<file path="src/rtl/usb_rx_shift_register.sv">
// USB receive deserializer: strips bit-stuffing from the decoded bit stream,
// assembles LSB-first bytes and flags stuff and alignment errors.
module usb_rx_shift_register #(
  parameter int NUM_BITS  = 8,
  parameter int STUFF_LEN = 6
) (
  input  logic                clk,
  input  logic                rst,
  input  logic                bit_valid,
  input  logic                bit_in,
  input  logic                clear,
  output logic [NUM_BITS-1:0] rx_data,
  output logic                byte_ready,
  output logic                stuff_err,
  output logic                align_err
);

  localparam int CNT_W  = (NUM_BITS > 1) ? $clog2(NUM_BITS) : 1;
  localparam int ONES_W = $clog2(STUFF_LEN + 1);
  localparam logic [CNT_W-1:0]  LAST_BIT = CNT_W'(NUM_BITS - 1);
  localparam logic [ONES_W-1:0] RUN_MAX  = ONES_W'(STUFF_LEN);

  logic [NUM_BITS-1:0] shift_q,      shift_d;
  logic [CNT_W-1:0]    bit_cnt_q,    bit_cnt_d;
  logic [ONES_W-1:0]   ones_q,       ones_d;
  logic [NUM_BITS-1:0] rx_data_q,    rx_data_d;
  logic                byte_ready_q, byte_ready_d;
  logic                stuff_err_q,  stuff_err_d;
  logic                align_err_q,  align_err_d;
  logic [NUM_BITS-1:0] shifted_s;

  assign shifted_s = {bit_in, shift_q[NUM_BITS-1:1]};

  // Next-state: clear beats bit_valid; a full ones run makes the next bit a stuff slot
  always_comb begin
    shift_d      = shift_q;
    bit_cnt_d    = bit_cnt_q;
    ones_d       = ones_q;
    rx_data_d    = rx_data_q;
    byte_ready_d = 1'b0;
    stuff_err_d  = stuff_err_q;
    align_err_d  = 1'b0;
    if (clear) begin
      bit_cnt_d   = {CNT_W{1'b0}};
      ones_d      = {ONES_W{1'b0}};
      stuff_err_d = 1'b0;
      align_err_d = (bit_cnt_q != {CNT_W{1'b0}});
    end else if (bit_valid) begin
      if (ones_q == RUN_MAX) begin
        ones_d = {ONES_W{1'b0}};
        if (bit_in) begin
          stuff_err_d = 1'b1;
        end else begin
          stuff_err_d = stuff_err_q;
        end
      end else begin
        shift_d = shifted_s;
        if (bit_in) begin
          ones_d = ones_q + ONES_W'(1);
        end else begin
          ones_d = {ONES_W{1'b0}};
        end
        if (bit_cnt_q == LAST_BIT) begin
          bit_cnt_d    = {CNT_W{1'b0}};
          rx_data_d    = shifted_s;
          byte_ready_d = 1'b1;
        end else begin
          bit_cnt_d = bit_cnt_q + CNT_W'(1);
        end
      end
    end else begin
      shift_d = shift_q;
    end
  end

  // State and registered outputs
  always_ff @(posedge clk or posedge rst) begin
    if (rst) begin
      shift_q      <= {NUM_BITS{1'b0}};
      bit_cnt_q    <= {CNT_W{1'b0}};
      ones_q       <= {ONES_W{1'b0}};
      rx_data_q    <= {NUM_BITS{1'b0}};
      byte_ready_q <= 1'b0;
      stuff_err_q  <= 1'b0;
      align_err_q  <= 1'b0;
    end else begin
      shift_q      <= shift_d;
      bit_cnt_q    <= bit_cnt_d;
      ones_q       <= ones_d;
      rx_data_q    <= rx_data_d;
      byte_ready_q <= byte_ready_d;
      stuff_err_q  <= stuff_err_d;
      align_err_q  <= align_err_d;
    end
  end

  assign rx_data    = rx_data_q;
  assign byte_ready = byte_ready_q;
  assign stuff_err  = stuff_err_q;
  assign align_err  = align_err_q;

endmodule

</file>
<file path="config.mk">
export PLATFORM = sky130hd
export DESIGN_NAME = usb_rx_shift_register
export DESIGN_NICKNAME = d
export VERILOG_FILES = /design/src/rtl/usb_rx_shift_register.sv
export SDC_FILE = /design/constraint.sdc
export NUM_CORES = 1
export LEC_CHECK = 0
export ABC_AREA = 1
export ABC_CLOCK_PERIOD_IN_PS = 1250
export CAP_MARGIN = 20
export CORE_UTILIZATION = 45
export DETAILED_ROUTE_END_ITERATION = 8
export PLACE_DENSITY = 0.71
export SYNTH_ARGS = -nofsm -noshare
export SYNTH_HDL_FRONTEND = slang
export SYNTH_SLANG_ARGS = --single-unit
</file>
<file path="constraint.sdc">
create_clock -name clk -period 1.25 [get_ports clk]
set_input_delay 0.125 -clock clk [delete_from_list [all_inputs] [get_ports clk]]
set_output_delay 0.125 -clock clk [all_outputs]
set_load 0.02 [all_outputs]
</file>
==> impl_metrics.yaml, run 1 <==
power_and_ir_drop:
  total_power_mw: 1.643
  pwr_density_cell_mw_per_mm2: 1133
  irDropWorstVdd_mv: 0.8284
  power.leakage_nw: 0.7821
detailed_routing:
  final_antenna_net_count: 0
  avgViaCountPerCell: 5.017
  route.vias.total: 873
  drt_pass1_iterations: 4
  wl_per_cell_um: 12.94
  drc: 0
  drt_iter0_markers: 13
  finalWirelength_um: 2252
yosys:
  synth_top_area_frac: 0.5621
  yosysUniqueCellTypes: 15
  syn_nets: 127
  synthTopCellsByArea: "dfrtp_1, nand2_1, ha_1, o21ai_0, inv_1"
  netlist_area_mm2: 0.001069
  synth_area_per_cell_um2: 9.133
  synth_area_leader_cell: "dfrtp_1"
  synthCells: 117
  ys_seq_area_frac: 0.5621
  synth-seq-cells: 24
  yosysWarnings: 0
clock_network:
  clk_pin_slew_worst_paths_ns: 0.14
  clock-sinks: 24
  cts_hold_buf: 0
  cts.htree.levels: 1
  cts_buffer_depth: 2
  clockRootBuffer: "clkbuf_4"
  cts_tree: "yes"
  cts_buffers: 3
  clk_latency_ns: 0.32
critical_path:
  critPathRequiredTime_ns: 1.47
  timing.rr.end: "rx_data[3]"
  arrival_ns: 1.43
  rrSetupSlack_ns: 0.04
  critPathLaunchType: "register"
  cp_num_buf_inv: 0
  criticalPathCategory: "register to register"
  cpPeakStageDelay_ns: 0.39
  crit_family: "flip-flops"
  worstPathMaxFanout: 6
  crit_chain: "ha_2 -> ha_4 -> nand2_8 -> o21ai_1 -> nand2_1"
  ff2ff_path_depth: 5
  slowest_stage: "dfrtp_1"
  r2r_start: "bit_cnt_q[1]"
  end_kind: "register"
timing:
  drv_slew: 0
  worstMarginPinSlew_ns: 0.4544
  rsz0062_at_grt: "true"
  fin_skew_ns: 0.006140
  slew_headroom: 0.6961
  finalCritPeriodShare: 0.9643
  setup_violations: 0
  fin_crit_ns: 1.205
  finalHoldViolCount: 0
  timing.fmax_mhz: 829.6
place:
  port_buffers: 15
  place_area_mm2: 0.001291
  finalWeightedCongestion: 0.7867
  dp_hpwl_um: 1513
die:
  num_io_pins: 16
  core_area_mm2: 0.002233
  std_cell_rows: 17
  start_util: 0.4784
  dieWidth_um: 50.73
  die_y_um: 50.73
  dieArea_mm2: 0.002574
finish:
  layout-drive-gt1-share: 0.1986
  final_area_mm2: 0.001450
  nets: 157
  antenna-diode-count: 0
  area_growth_syn_to_layout_pct: 35.71
global_route:
  grt_antenna_before_repair: 0
  grt_pass1_wl_um: 3857
  grt_overflow: 0
  grt_pass1_vias: 892
  grt_max_degree: 25
  grtUsageTotal: 0.2073
job:
  maxCapViolations: 0
min_path:
  hold_class: "input pin to asynchronous set/reset pin"
outcome:
  status: "complete, no violations"
## cells by family after synthesis
group	after synthesis	share of synthesized area
AO/OA/AOI/OAI	16	0.08196
adder cells (fa/ha/maj)	5	0.05855
buffers and inverters	15	0.05270
flip-flops	24	0.5621
AND/OR/NAND/NOR	57	0.2447
## power breakdown
part	switching (mW)	leakage, nW	internal (mW)	total [mW]
sequential	0.0448	0.325	0.834	0.879
combinational	0.116	0.429	0.0784	0.194
clock	0.245	0.0279	0.324	0.570
## tightest hold or removal path, stage by stage
cell	delay, ns
clkdlybuf4s50_1	0.39
inv_1	0.05
buf_4	0.29
## cell usage after synthesis (all sizes together)
| library cell | instances |
|---|---|
| nand2 | 48 |
| dfrtp | 24 |
| inv | 15 |
| o21ai | 11 |
| nor2 | 6 |
| ha | 5 |
| o21bai | 3 |
| a21oi | 2 |
| nand4 | 2 |
| nand3 | 1 |
## metrics by stage
stage | TNS, ns | std cells | worst slack (ns) | utilization | hold slack, ns
2_1_floorplan | 0 | 117 | 0.01004 | - | 0.1396
3_3_place_gp | -0.2226 | 165 | -0.04450 | 0.5782 | 0.4756
3_5_place_dp | -0.6774 | 165 | -0.09017 | 0.5782 | 0.4765
4_1_cts | 0 | 173 | 0.002890 | 0.6168 | 0.1280
5_1_grt | -0.1274 | 174 | -0.03652 | 0.6493 | 0.1674
6_report | 0 | 174 | 0.04458 | 0.6493 | 0.1172
## per-layer routing
metal / wire, um / GRT usage / share of wire
met1: 911 / 0.2462 / 0.40
met2: 1231 / 0.3600 / 0.55
met3: 64 / 0.02727 / 0.028
met4: 44 / 0.1111 / 0.020
met5: 0 / 0 / 0
## registers in the layout (all words and copies together), names as in the netlist
name        flops
stuff_err       1
rx_data         8
shift_q         7
align_err       1
byte_ready      1
bit_cnt_q       3
ones_q          3
## area by class of cell
class / instances / area, um^2
repair buffers: 22 / 188.9
multi-input cells: 81 / 511.7
inverters: 15 / 61.31
clock inverters: 1 / 30.03
fillers: 207 / 783.3
well taps: 28 / 35.03
flip-flops and latches: 24 / 600.6
clock buffers: 3 / 22.52
## cells in the final DEF (no fill, tap or decap)
master / instances
nand2_1: 43
dfrtp_1: 24
inv_1: 11
dlygate4sd2_1: 11
o21ai_1: 8
buf_4: 7
nor2_1: 5
clkdlybuf4s50_1: 4
inv_2: 3
nand2_8: 3
nand2_2: 3
o21bai_1: 3
o21ai_0: 3
clkbuf_4: 3
nand4_1: 2
a21oi_1: 2
ha_4: 2
ha_2: 2
nor2_8: 1
nand3_4: 1
inv_6: 1
nand2_4: 1
ha_1: 1
bufinv_16: 1
nor2_4: 1
## how the worst max path moves through the flow
stage / startpoint / slack, ns / depth (start not counted) / end
final: bit_cnt_q[1] / 0.04 / 5 / rx_data[3]
after global placement: bit_valid / -0.04 / 6 / bit_cnt_q[0]
after floorplan: bit_cnt_q[0] / 0.01 / 6 / rx_data[1]
after CTS: ones_q[0] / 0.003 / 8 / bit_cnt_q[0]
after global routing: ones_q[1] / -0.04 / 4 / ones_q[0]
after detailed placement: bit_valid / -0.09 / 6 / bit_cnt_q[0]
## repair_timing
action	CTS	global route
pin swaps	3	5
resized for setup	17	19
buffers inserted	2	0
setup endpoints to repair	23	21
gates cloned	2	1
No activity file was read; power rests on OpenSTA's default activity.
==> inputs of run 2 (changes only) <==
--- a/config.mk
+++ b/config.mk
@@ -6,11 +6,11 @@
 export NUM_CORES = 1
 export LEC_CHECK = 0
 export ABC_AREA = 1
-export ABC_CLOCK_PERIOD_IN_PS = 1250
+export ABC_CLOCK_PERIOD_IN_PS = 1320
 export CAP_MARGIN = 20
 export CORE_UTILIZATION = 45
 export DETAILED_ROUTE_END_ITERATION = 8
-export PLACE_DENSITY = 0.71
+export PLACE_DENSITY = 0.68
 export SYNTH_ARGS = -nofsm -noshare
 export SYNTH_HDL_FRONTEND = slang
 export SYNTH_SLANG_ARGS = --single-unit
==> constraint.sdc (replaced) <==
create_clock -name clk -period 1.32 [get_ports clk]
set_input_delay 0.132 -clock clk [delete_from_list [all_inputs] [get_ports clk]]
set_output_delay 0.132 -clock clk [all_outputs]
set_load 0.02 [all_outputs]
==> impl_metrics.yaml, run 2 (synthesized netlist as in run 1, its figures left out) <==
critical_path:
  arrival_ns: 1.49
  end_kind: "register"
  slowest_stage: "dfrtp_1"
  r2r_start: "ones_q[1]"
  startpoint: "ones_q[1]"
  rrSetupSlack_ns: 0.06
  ff2ff_path_depth: 4
  cp.depth: 4
  endpoint: "ones_q[2]"
  criticalPathCategory: "register to register"
  crit_chain: "ha_4 -> nand2_4 -> nand4_1 -> o21bai_1"
  cp_num_buf_inv: 0
  cpPeakStageDelay_ns: 0.45
  timing.rr.end: "ones_q[2]"
  critPathLaunchType: "register"
  crit_family: "flip-flops"
  worstPathMaxFanout: 4
  critPathRequiredTime_ns: 1.56
place:
  pre_cts_ws_ns: -0.06418
  dp_hpwl_um: 1431
  port_buffers: 15
  finalWeightedCongestion: 0.8227
clock_network:
  clk_pin_slew_worst_paths_ns: 0.13
  clock-sinks: 24
  clockRootBuffer: "clkbuf_4"
  clk_latency_ns: 0.31
  cts_tree: "yes"
  cts.htree.levels: 1
  cts_buffers: 3
  cts_hold_buf: 0
  cts_buffer_depth: 2
die:
  dieArea_mm2: 0.002574
  core_area_mm2: 0.002233
  num_io_pins: 16
  die_y_um: 50.73
  std_cell_rows: 17
  dieWidth_um: 50.73
  start_util: 0.4784
power_and_ir_drop:
  total_power_mw: 1.388
  pwr_density_cell_mw_per_mm2: 984.6
  p_switching_mw: 0.3575
  seqPwrFrac: 0.599
  irDropWorstVdd_mv: 0.7259
  clockPowerShare: 0.274
  p_int_mw: 1.031
  switching_share: 0.2575
  power.leakage_nw: 0.7994
  p_comb_frac: 0.128
finish:
  mostFrequentLayoutCell: "nand2_1"
  nets: 157
  layout-drive-gt1-share: 0.1781
  final_util: 0.6314
  final_cell_mix: "nand2_1, dfrtp_1, inv_1, dlygate4sd2_1, buf_4"
  antenna-diode-count: 0
  largest_reg_flops: 8
  area_growth_syn_to_layout_pct: 31.97
timing:
  finalCritPeriodShare: 0.9533
  drv_slew: 0
  setup_violations: 0
  timing.final.ws_setup_ns: 0.06169
  slew_headroom: 0.6805
  timing.fmax_mhz: 794.7
  fin_crit_ns: 1.258
  finalHoldViolCount: 0
  worstMarginPinSlew_ns: 0.4777
  fin_setup_tns_ns: 0
  fin_skew_ns: 0.005575
detailed_routing:
  avgViaCountPerCell: 4.966
  finalWirelength_um: 2191
  final_antenna_net_count: 0
  drt_iter0_markers: 10
  drc: 0
  wl_per_cell_um: 12.59
  drt_pass1_iterations: 4
  route.vias.total: 864
outcome:
  status: "complete, no violations"
job:
  maxCapViolations: 0
global_route:
  grtUsageTotal: 0.1915
  grt_overflow: 0
  grt_antenna_before_repair: 0
  grt_max_degree: 25
  grt_pass1_vias: 795
  grt_pass1_wl_um: 3546
min_path:
  hold_class: "input pin to asynchronous set/reset pin"
-- run 2: what timing repair did --
item	CTS	global route
setup buffers	0	3
endpoints found under the setup margin	19	20
pin swaps	1	3
hold endpoints to repair	0	0
resized for setup	13	14
gates cloned	1	2
-- run 2: power by group through the flow --
| stage | clock, mW | sequential (mW) | combinational (mW) |
|---|---|---|---|
| after global placement | 0 | 0.841 | 0.158 |
| after CTS | 0.396 | 0.828 | 0.161 |
| after global routing | 0.423 | 0.837 | 0.201 |
| after floorplan | 0 | 0.839 | 0.0924 |
| after detailed placement | 0 | 0.843 | 0.161 |
| final | 0.380 | 0.831 | 0.177 |
-- run 2: how the worst min path moves through the flow --
stage | startpoint | endpoint | slack, ns | cells after the start
after floorplan | rst | align_err | 0.15 | 1
after global placement | shift_q[1] | rx_data[0] | 0.48 | 2
after detailed placement | shift_q[7] | rx_data[6] | 0.48 | 2
after CTS | rst | ones_q[2] | 0.15 | 3
after global routing | rst | stuff_err | 0.21 | 3
final | rst | ones_q[2] | 0.14 | 3
-- run 2: per-layer routing --
layer / vias up / part of all wire / GRT usage
met2: 13 / 0.50 / 0.3267
met3: 2 / 0.027 / 0.03636
li1: 431 / - / -
met4: 0 / 0.0059 / 0.06944
met5: - / 0 / 0
met1: 418 / 0.47 / 0.2402
-- run 2: layout make-up --
cell class	count	area, um^2
Tap cell	28	35.03
Sequential cell	24	600.6
Multi-Input combinational cell	81	490.5
Inverter	15	58.81
Timing Repair Buffer	22	188.9
Fill cell	191	823.3
Clock buffer	4	36.28
-- run 2: metrics by stage --
stage	hold slack, ns	area [um^2]	cells
2_1_floorplan	0.1466	1069	117
5_1_grt	0.2068	1410	174
4_1_cts	0.1528	1320	169
3_5_place_dp	0.4777	1284	164
6_report	0.1428	1410	174
3_3_place_gp	0.4775	1284	164
-- run 2: worst register-to-register path: stages (launching register included) --
cell      delay [ns]
dfrtp_1         0.45
ha_4            0.19
nand2_4         0.13
nand4_1         0.20
o21bai_1        0.23
